<file path="config.mk">
export PLATFORM = sky130hd
export DESIGN_NAME = sevenseg_mux_decoder
export DESIGN_NICKNAME = d
export VERILOG_FILES = /design/src/rtl/sevenseg_mux_decoder.sv
export SDC_FILE = /design/constraint.sdc
export NUM_CORES = 1
export LEC_CHECK = 0
export ABC_AREA = 1
export CORE_MARGIN = 5
export CORE_UTILIZATION = 28
export DETAILED_ROUTE_END_ITERATION = 16
export HOLD_SLACK_MARGIN = 0.03
export PLACE_DENSITY = 0.55
export SETUP_SLACK_MARGIN = 0.2
export SYNTH_ARGS = -nofsm -noshare
export SYNTH_HDL_FRONTEND = slang
export SYNTH_SLANG_ARGS = --single-unit
</file>
<file path="constraint.sdc">
create_clock -name clk -period 1.97 [get_ports clk]
set_input_delay 0.4925 -clock clk [delete_from_list [all_inputs] [get_ports clk]]
set_output_delay 0.4925 -clock clk [all_outputs]
set_load 0.02 [all_outputs]
</file>
<file path="src/rtl/sevenseg_mux_decoder.sv">
`timescale 1ns/1ps
`default_nettype none
// ============================================================================
// sevenseg_mux_decoder : filters a multiplexed 7-seg bus, decodes, pairs digits
// Revision 1.0
// ============================================================================
module sevenseg_mux_decoder #(
   parameter int         SETTLE_CYC  = 1,
   parameter int         TIMEOUT_CYC = 1024,
   parameter logic [3:0] BLANK_CODE  = 4'hF,
   parameter logic [3:0] ERR_CODE    = 4'hE
) (
   input  logic       clk,
   input  logic       reset,
   input  logic [7:0] seg_in,
   output logic [3:0] tens_out,
   output logic [3:0] ones_out,
   output logic       value_valid,
   output logic       update_pulse,
   output logic       bad_pulse,
   output logic [7:0] bad_count
);

   localparam int c_SW = $clog2(SETTLE_CYC + 1);
   localparam int c_IW = $clog2(TIMEOUT_CYC);
   localparam logic [c_SW-1:0] c_SETTLE_MAX = c_SW'(SETTLE_CYC);
   localparam logic [c_SW-1:0] c_SETTLE_ACC = c_SW'(SETTLE_CYC - 1);
   localparam logic [c_IW-1:0] c_IDLE_MAX   = c_IW'(TIMEOUT_CYC - 1);

   typedef enum logic [1:0] {
      S_IDLE   = 2'd0,
      S_HAVE_T = 2'd1,
      S_HAVE_O = 2'd2,
      S_VALID  = 2'd3
   } state_t;

   logic [7:0]      r_seg_q;
   logic [c_SW-1:0] r_stab_cnt;
   logic [c_IW-1:0] r_idle_cnt;
   state_t          r_state;
   state_t          w_next;
   logic [3:0]      r_tens, r_ones, w_code;
   logic            r_valid, r_upd, r_bad, w_upd;
   logic [7:0]      r_bad_cnt;
   logic            w_accept, w_timeout, w_sel;

   assign w_sel     = seg_in[7];
   assign w_accept  = (seg_in == r_seg_q) && (r_stab_cnt == c_SETTLE_ACC);
   assign w_timeout = !w_accept && (r_idle_cnt == c_IDLE_MAX);

   always_ff @(posedge clk or posedge reset) begin
      if (reset) begin
         r_seg_q    <= 8'h00;
         r_stab_cnt <= '0;
         r_idle_cnt <= '0;
      end else begin
         r_seg_q <= seg_in;
         if (seg_in != r_seg_q)
            r_stab_cnt <= '0;
         else if (r_stab_cnt != c_SETTLE_MAX)
            r_stab_cnt <= r_stab_cnt + 1'b1;
         if (w_accept)
            r_idle_cnt <= '0;
         else if (r_idle_cnt != c_IDLE_MAX)
            r_idle_cnt <= r_idle_cnt + 1'b1;
      end
   end

   always_comb begin
      w_code = ERR_CODE;
      case (seg_in[6:0])
         7'h3F:   w_code = 4'd0;
         7'h06:   w_code = 4'd1;
         7'h5B:   w_code = 4'd2;
         7'h4F:   w_code = 4'd3;
         7'h66:   w_code = 4'd4;
         7'h6D:   w_code = 4'd5;
         7'h7D:   w_code = 4'd6;
         7'h07:   w_code = 4'd7;
         7'h7F:   w_code = 4'd8;
         7'h6F:   w_code = 4'd9;
         7'h00:   w_code = BLANK_CODE;
         default: w_code = ERR_CODE;
      endcase
   end

   // Accept outranks timeout when both land on the same edge.
   always_comb begin
      w_next = r_state;
      w_upd  = 1'b0;
      if (w_accept) begin
         case (r_state)
            S_IDLE:   w_next = w_sel ? S_HAVE_T : S_HAVE_O;
            S_HAVE_T: if (!w_sel) begin w_next = S_VALID; w_upd = 1'b1; end
            S_HAVE_O: if (w_sel)  begin w_next = S_VALID; w_upd = 1'b1; end
            S_VALID:  w_upd = w_sel ? (w_code != r_tens) : (w_code != r_ones);
            default:  w_next = S_IDLE;
         endcase
      end else if (w_timeout) begin
         w_next = S_IDLE;
      end
   end

   always_ff @(posedge clk or posedge reset) begin
      if (reset) begin
         r_state   <= S_IDLE;
         r_tens    <= BLANK_CODE;
         r_ones    <= BLANK_CODE;
         r_valid   <= 1'b0;
         r_upd     <= 1'b0;
         r_bad     <= 1'b0;
         r_bad_cnt <= 8'h00;
      end else begin
         r_state <= w_next;
         r_valid <= (w_next == S_VALID);
         r_upd   <= w_upd;
         r_bad   <= w_accept && (w_code == ERR_CODE);
         if (w_accept) begin
            if (w_sel) r_tens <= w_code;
            else       r_ones <= w_code;
            if ((w_code == ERR_CODE) && (r_bad_cnt != 8'hFF))
               r_bad_cnt <= r_bad_cnt + 1'b1;
         end
      end
   end

   assign tens_out     = r_tens;
   assign ones_out     = r_ones;
   assign value_valid  = r_valid;
   assign update_pulse = r_upd;
   assign bad_pulse    = r_bad;
   assign bad_count    = r_bad_cnt;

endmodule
`default_nettype wire
</file>
==> results of run 1 <==
[cell type report]
class	count	share of cell area (%)
Clock buffer	5	2.27
Clock inverter	3	1.40
Sequential cell	40	33.3
Tap cell	105	4.33
Inverter	51	6.47
Timing Repair Buffer	50	13.8
Multi-Input combinational cell	202	38.4
[cell families (layout without fill, tap and decap cells)]
| group | Yosys count | after routing |
|---|---|---|
| compound gates | 34 | 34 |
| simple gates | 150 | 151 |
| fa+ha+maj | 2 | 2 |
| flops | 40 | 40 |
| buf+inv | 54 | 109 |
| xor+xnor | 15 | 15 |
[sequential cells by signal (all words and copies together) (netlist names), 2 cells and up]
register / cells
r_idle_cnt: 10
bad_count: 8
r_seg_q: 8
ones_out: 4
tens_out: 4
r_state: 2
[report_power, final]
part           switching [mW]  internal [mW]  total (mW)
Combinational           0.475          0.299       0.774
Sequential              0.131          0.995        1.13
Clock                   0.326          0.376       0.702
Total                   0.933           1.67        2.60
[path summary, 6_finish.rpt]
kind,slack [ns],start,endpoint
setup reg to reg,0.34,r_idle_cnt[1]$_DFFE_PP0N_,value_valid$_DFF_PP0_
min in group asynchronous,0.54,reset,r_seg_q[3]$_DFF_PP0_
hold reg to reg,0.48,ones_out[0]$_DFFE_PP1P_,ones_out[0]$_DFFE_PP1P_
setup / recovery,0.27,value_valid$_DFF_PP0_,value_valid
max in group asynchronous,1.16,reset,tens_out[3]$_DFFE_PP1P_
hold / removal,0.35,seg_in[0],r_seg_q[0]$_DFF_PP0_
[cells in the final DEF, fill, tap and decap left out, types with 3 or more instances in the layout]
master / n
sky130_fd_sc_hd__clkbuf_2: 7
sky130_fd_sc_hd__nor4_1: 3
sky130_fd_sc_hd__nor3_1: 6
sky130_fd_sc_hd__inv_2: 5
sky130_fd_sc_hd__dfstp_2: 8
sky130_fd_sc_hd__buf_4: 20
sky130_fd_sc_hd__dfrtp_1: 32
sky130_fd_sc_hd__clkbuf_8: 5
sky130_fd_sc_hd__o21ai_1: 3
sky130_fd_sc_hd__dlygate4sd2_1: 17
sky130_fd_sc_hd__nor2_1: 20
sky130_fd_sc_hd__nor2_2: 4
sky130_fd_sc_hd__xnor2_1: 4
sky130_fd_sc_hd__nand4_1: 9
sky130_fd_sc_hd__a21oi_1: 5
sky130_fd_sc_hd__o21ai_0: 17
sky130_fd_sc_hd__xor2_1: 10
sky130_fd_sc_hd__nand2_2: 7
sky130_fd_sc_hd__o21ai_2: 6
sky130_fd_sc_hd__inv_1: 45
sky130_fd_sc_hd__nor2_4: 5
sky130_fd_sc_hd__nand2_1: 72
sky130_fd_sc_hd__nand3_1: 14
[repair_timing]
| action | in CTS | in global routing |
|---|---|---|
| gates resized for setup | 27 | 25 |
| setup endpoints to repair | 47 | 29 |
| pin swaps | 0 | 7 |
| buffers inserted | 0 | 1 |
| cloned | 0 | 1 |
| hold endpoints to repair | 0 | 0 |
[per-layer routing]
layer,up-vias,GRT usage (%),share of wire [%]
met4,0,3.07,1.2
met5,-,0,0
li1,1046,-,-
met3,5,3.10,3.7
met2,20,18.2,50
met1,951,14.0,45
==> Implementation_results.wiki, run 1 <==
{| class="wikitable"
! Metric !! Value
|-
| Run status || finished, final reports clean
|-
| Setup-failing EPs final || 0
|-
| Final worst slack || 0.268 ns
|-
| Flip-flop cell with the highest count after synthesis || sky130_fd_sc_hd__dfrtp_1
|-
| Area fraction in and, or, nand and nor cells after synthesis || 32.3%
|-
| Initial antenna violation count || 0
|-
| Peak clock frequency supported by timing || 0.587 GHz
|-
| Via-per-instance ratio || between 4 and 5
|-
| Worst slew margin || 79.8%
|-
| Library cell with the largest summed area after synthesis || sky130_fd_sc_hd__dfrtp_1
|-
| Dpl cell area || 2920 sq um
|-
| I/O pins || 29
|-
| Placeable core region || 8220 sq um
|-
| Clock sink count || 40
|-
| CTS tree || done
|-
| Number of global-route vias before repair || ~2000
|-
| Avg Inst Size Synth || 7.97 sq um
|-
| Clock insertion delay at the later pin of the skew report || 0.31 ns
|-
| GRT Residual Overflow || 0
|-
| Compound-cell area share of the yosys netlist || 8.47%
|-
| Max-capacitance violation count || 0
|-
| Initial core utilization || 28.6%
|-
| Inserted Clock Buffers || 5
|-
| Post-Route Hold Slack || between 0.3 and 0.4 ns
|-
| Final Max Tran Viols || 0
|-
| Hold violation total from the final report || 0
|-
| Non-filler cells in the finished layout || about 460
|-
| Unrepaired setup endpoints after global routing || no
|-
| Cell-by-cell trace of the critical path || clkdlybuf4s50_1
|-
| Mux contribution to synthesized area || 0%
|-
| Most numerous cell in the Yosys netlist || sky130_fd_sc_hd__nand2_1
|-
| Total stage count of the critical path || 1
|-
| Synthesis Warnings || 0
|-
| Critical Path End Type || output pin
|-
| Post-synth EDFFs || 0
|-
| Root buffer selected by CTS || sky130_fd_sc_hd__clkbuf_8
|-
| Max H-tree Level || 2
|-
| Post-synthesis xor/xnor area fraction || 5.59%
|-
| Setup Slack @ Placement || -0.403 ns
|-
| Antenna-violating nets left || 0
|-
| Fraction of final layout cells sized beyond drive strength 1 || 23.9%
|-
| Sum of buffers and inverters on the critical path || 1
|-
| Number of placement rows || 33
|-
| Crit Path Max Fanout || 1
|-
| Drt drc || 0
|-
| Syn Inst Count || 295
|-
| Arrival @ worst endpoint || 1.21 ns
|-
| Setup_tns || 0 ns
|-
| Largest net degree at the start of global routing || roughly 40
|-
| Die outline area || 10300 sq um
|-
| WL/cell || 11.7 um
|-
| Number of synthesized register bits || 40
|-
| Area share of the leading cell type in the synthesized netlist || about a third
|-
| IR Drop Worst-Case VDD || 0.000308 V
|-
| Proportion of synthesized flip-flops having asynchronous set or reset || 100%
|-
| Adder and majority gate portion of the synthesized area || 1.06%
|-
| Kind of critical path || register to output pin
|-
| Global router's overall resource usage || 11.0%
|-
| Fin Clk Skew || 0.0168 ns
|-
| Slowest CP cell || sky130_fd_sc_hd__clkdlybuf4s50_1
|-
| Cells on Worst Hold Path || 1
|-
| Filler Cells Inserted || 867
|-
| Depth of the worst register-to-register path || 8
|-
| Part of the Yosys area used for sequential elements || 43.0%
|-
| Post-route cell area || 3040 sq um
|-
| Largest delay contributor family on the critical path || buffers and inverters
|-
| Routability-driven placement congestion ratio || just under 0.9
|-
| Min-Delay Path Class || input port to register
|-
| Wire length reported by the detailed router || 5330 um
|-
| Via count of the routed design || 2022
|-
| Synth Net Count || 307
|-
| Largest family of logic cells by synthesized area || simple AND/OR/NAND/NOR gates
|-
| Leading cell types by count after synthesis || sky130_fd_sc_hd__nand2_1 (75), sky130_fd_sc_hd__inv_1 (46), sky130_fd_sc_hd__dfrtp_1 (32)
|-
| Crit path launch type || register
|-
| Area Overhead vs Synth || 29.2%
|-
| Ranking of synthesized cells by area || sky130_fd_sc_hd__dfrtp_1 (34%), sky130_fd_sc_hd__nand2_1 (12%), sky130_fd_sc_hd__dfstp_2 (8.9%)
|-
| Power per cell area || 857 nW/um^2
|-
| Count of buffers from port buffering || 28
|-
| Clock-pin slew reported for the worst setup and hold paths after clock tree synthesis || 0.10 ns
|-
| Measured slew at the worst slew-check pin || 0.299 ns
|-
| Distinct cell type count of the synthesized netlist || 32
|-
| Global-route wire length before repair || 9030 um
|-
| Syn Std Cell Area || between 2000 and 2500 sq um
|-
| HPWL after DPL || 3930 um
|-
| Post-Place Cells || about 450
|-
| Final Net Count || 362
|-
| Number of DRC markers after the initial detailed-route iteration || 61
|-
| Slowest stage delay, CP || 0.60 ns
|-
| Bufs on Longest Clock Path || 2
|-
| P_leak || 1.59 nW
|-
| Required time at the endpoint of the critical path || 1.48 ns
|-
| Diodes inserted || 0
|-
| Final min period || 1.70 ns
|-
| Multi-input logic area || 1170 sq um
|-
| Total of hold buffers inserted after clock tree synthesis || 0
|-
| Initial DRT Pass Iterations || 4
|-
| Final Core Density || 37.0%
|-
| Power Total || 2.60 mW
|-
| Period utilization || 86.4%
|-
| Footprint of the flip-flops and latches || 1010 sq um
|-
| Die Ht || 102 um
|-
| Die width || 102 um
|}
Note: power is estimated with default switching activity, not from simulation.
==> inputs of run 2 (changes only) <==
--- a/config.mk
+++ b/config.mk
@@ -6,6 +6,7 @@
 export NUM_CORES = 1
 export LEC_CHECK = 0
 export ABC_AREA = 1
+export CAP_MARGIN = 15
 export CORE_MARGIN = 5
 export CORE_UTILIZATION = 28
 export DETAILED_ROUTE_END_ITERATION = 16
==> results of run 2 <==
The final DEF is identical to that of run 1; final timing and power are the same.
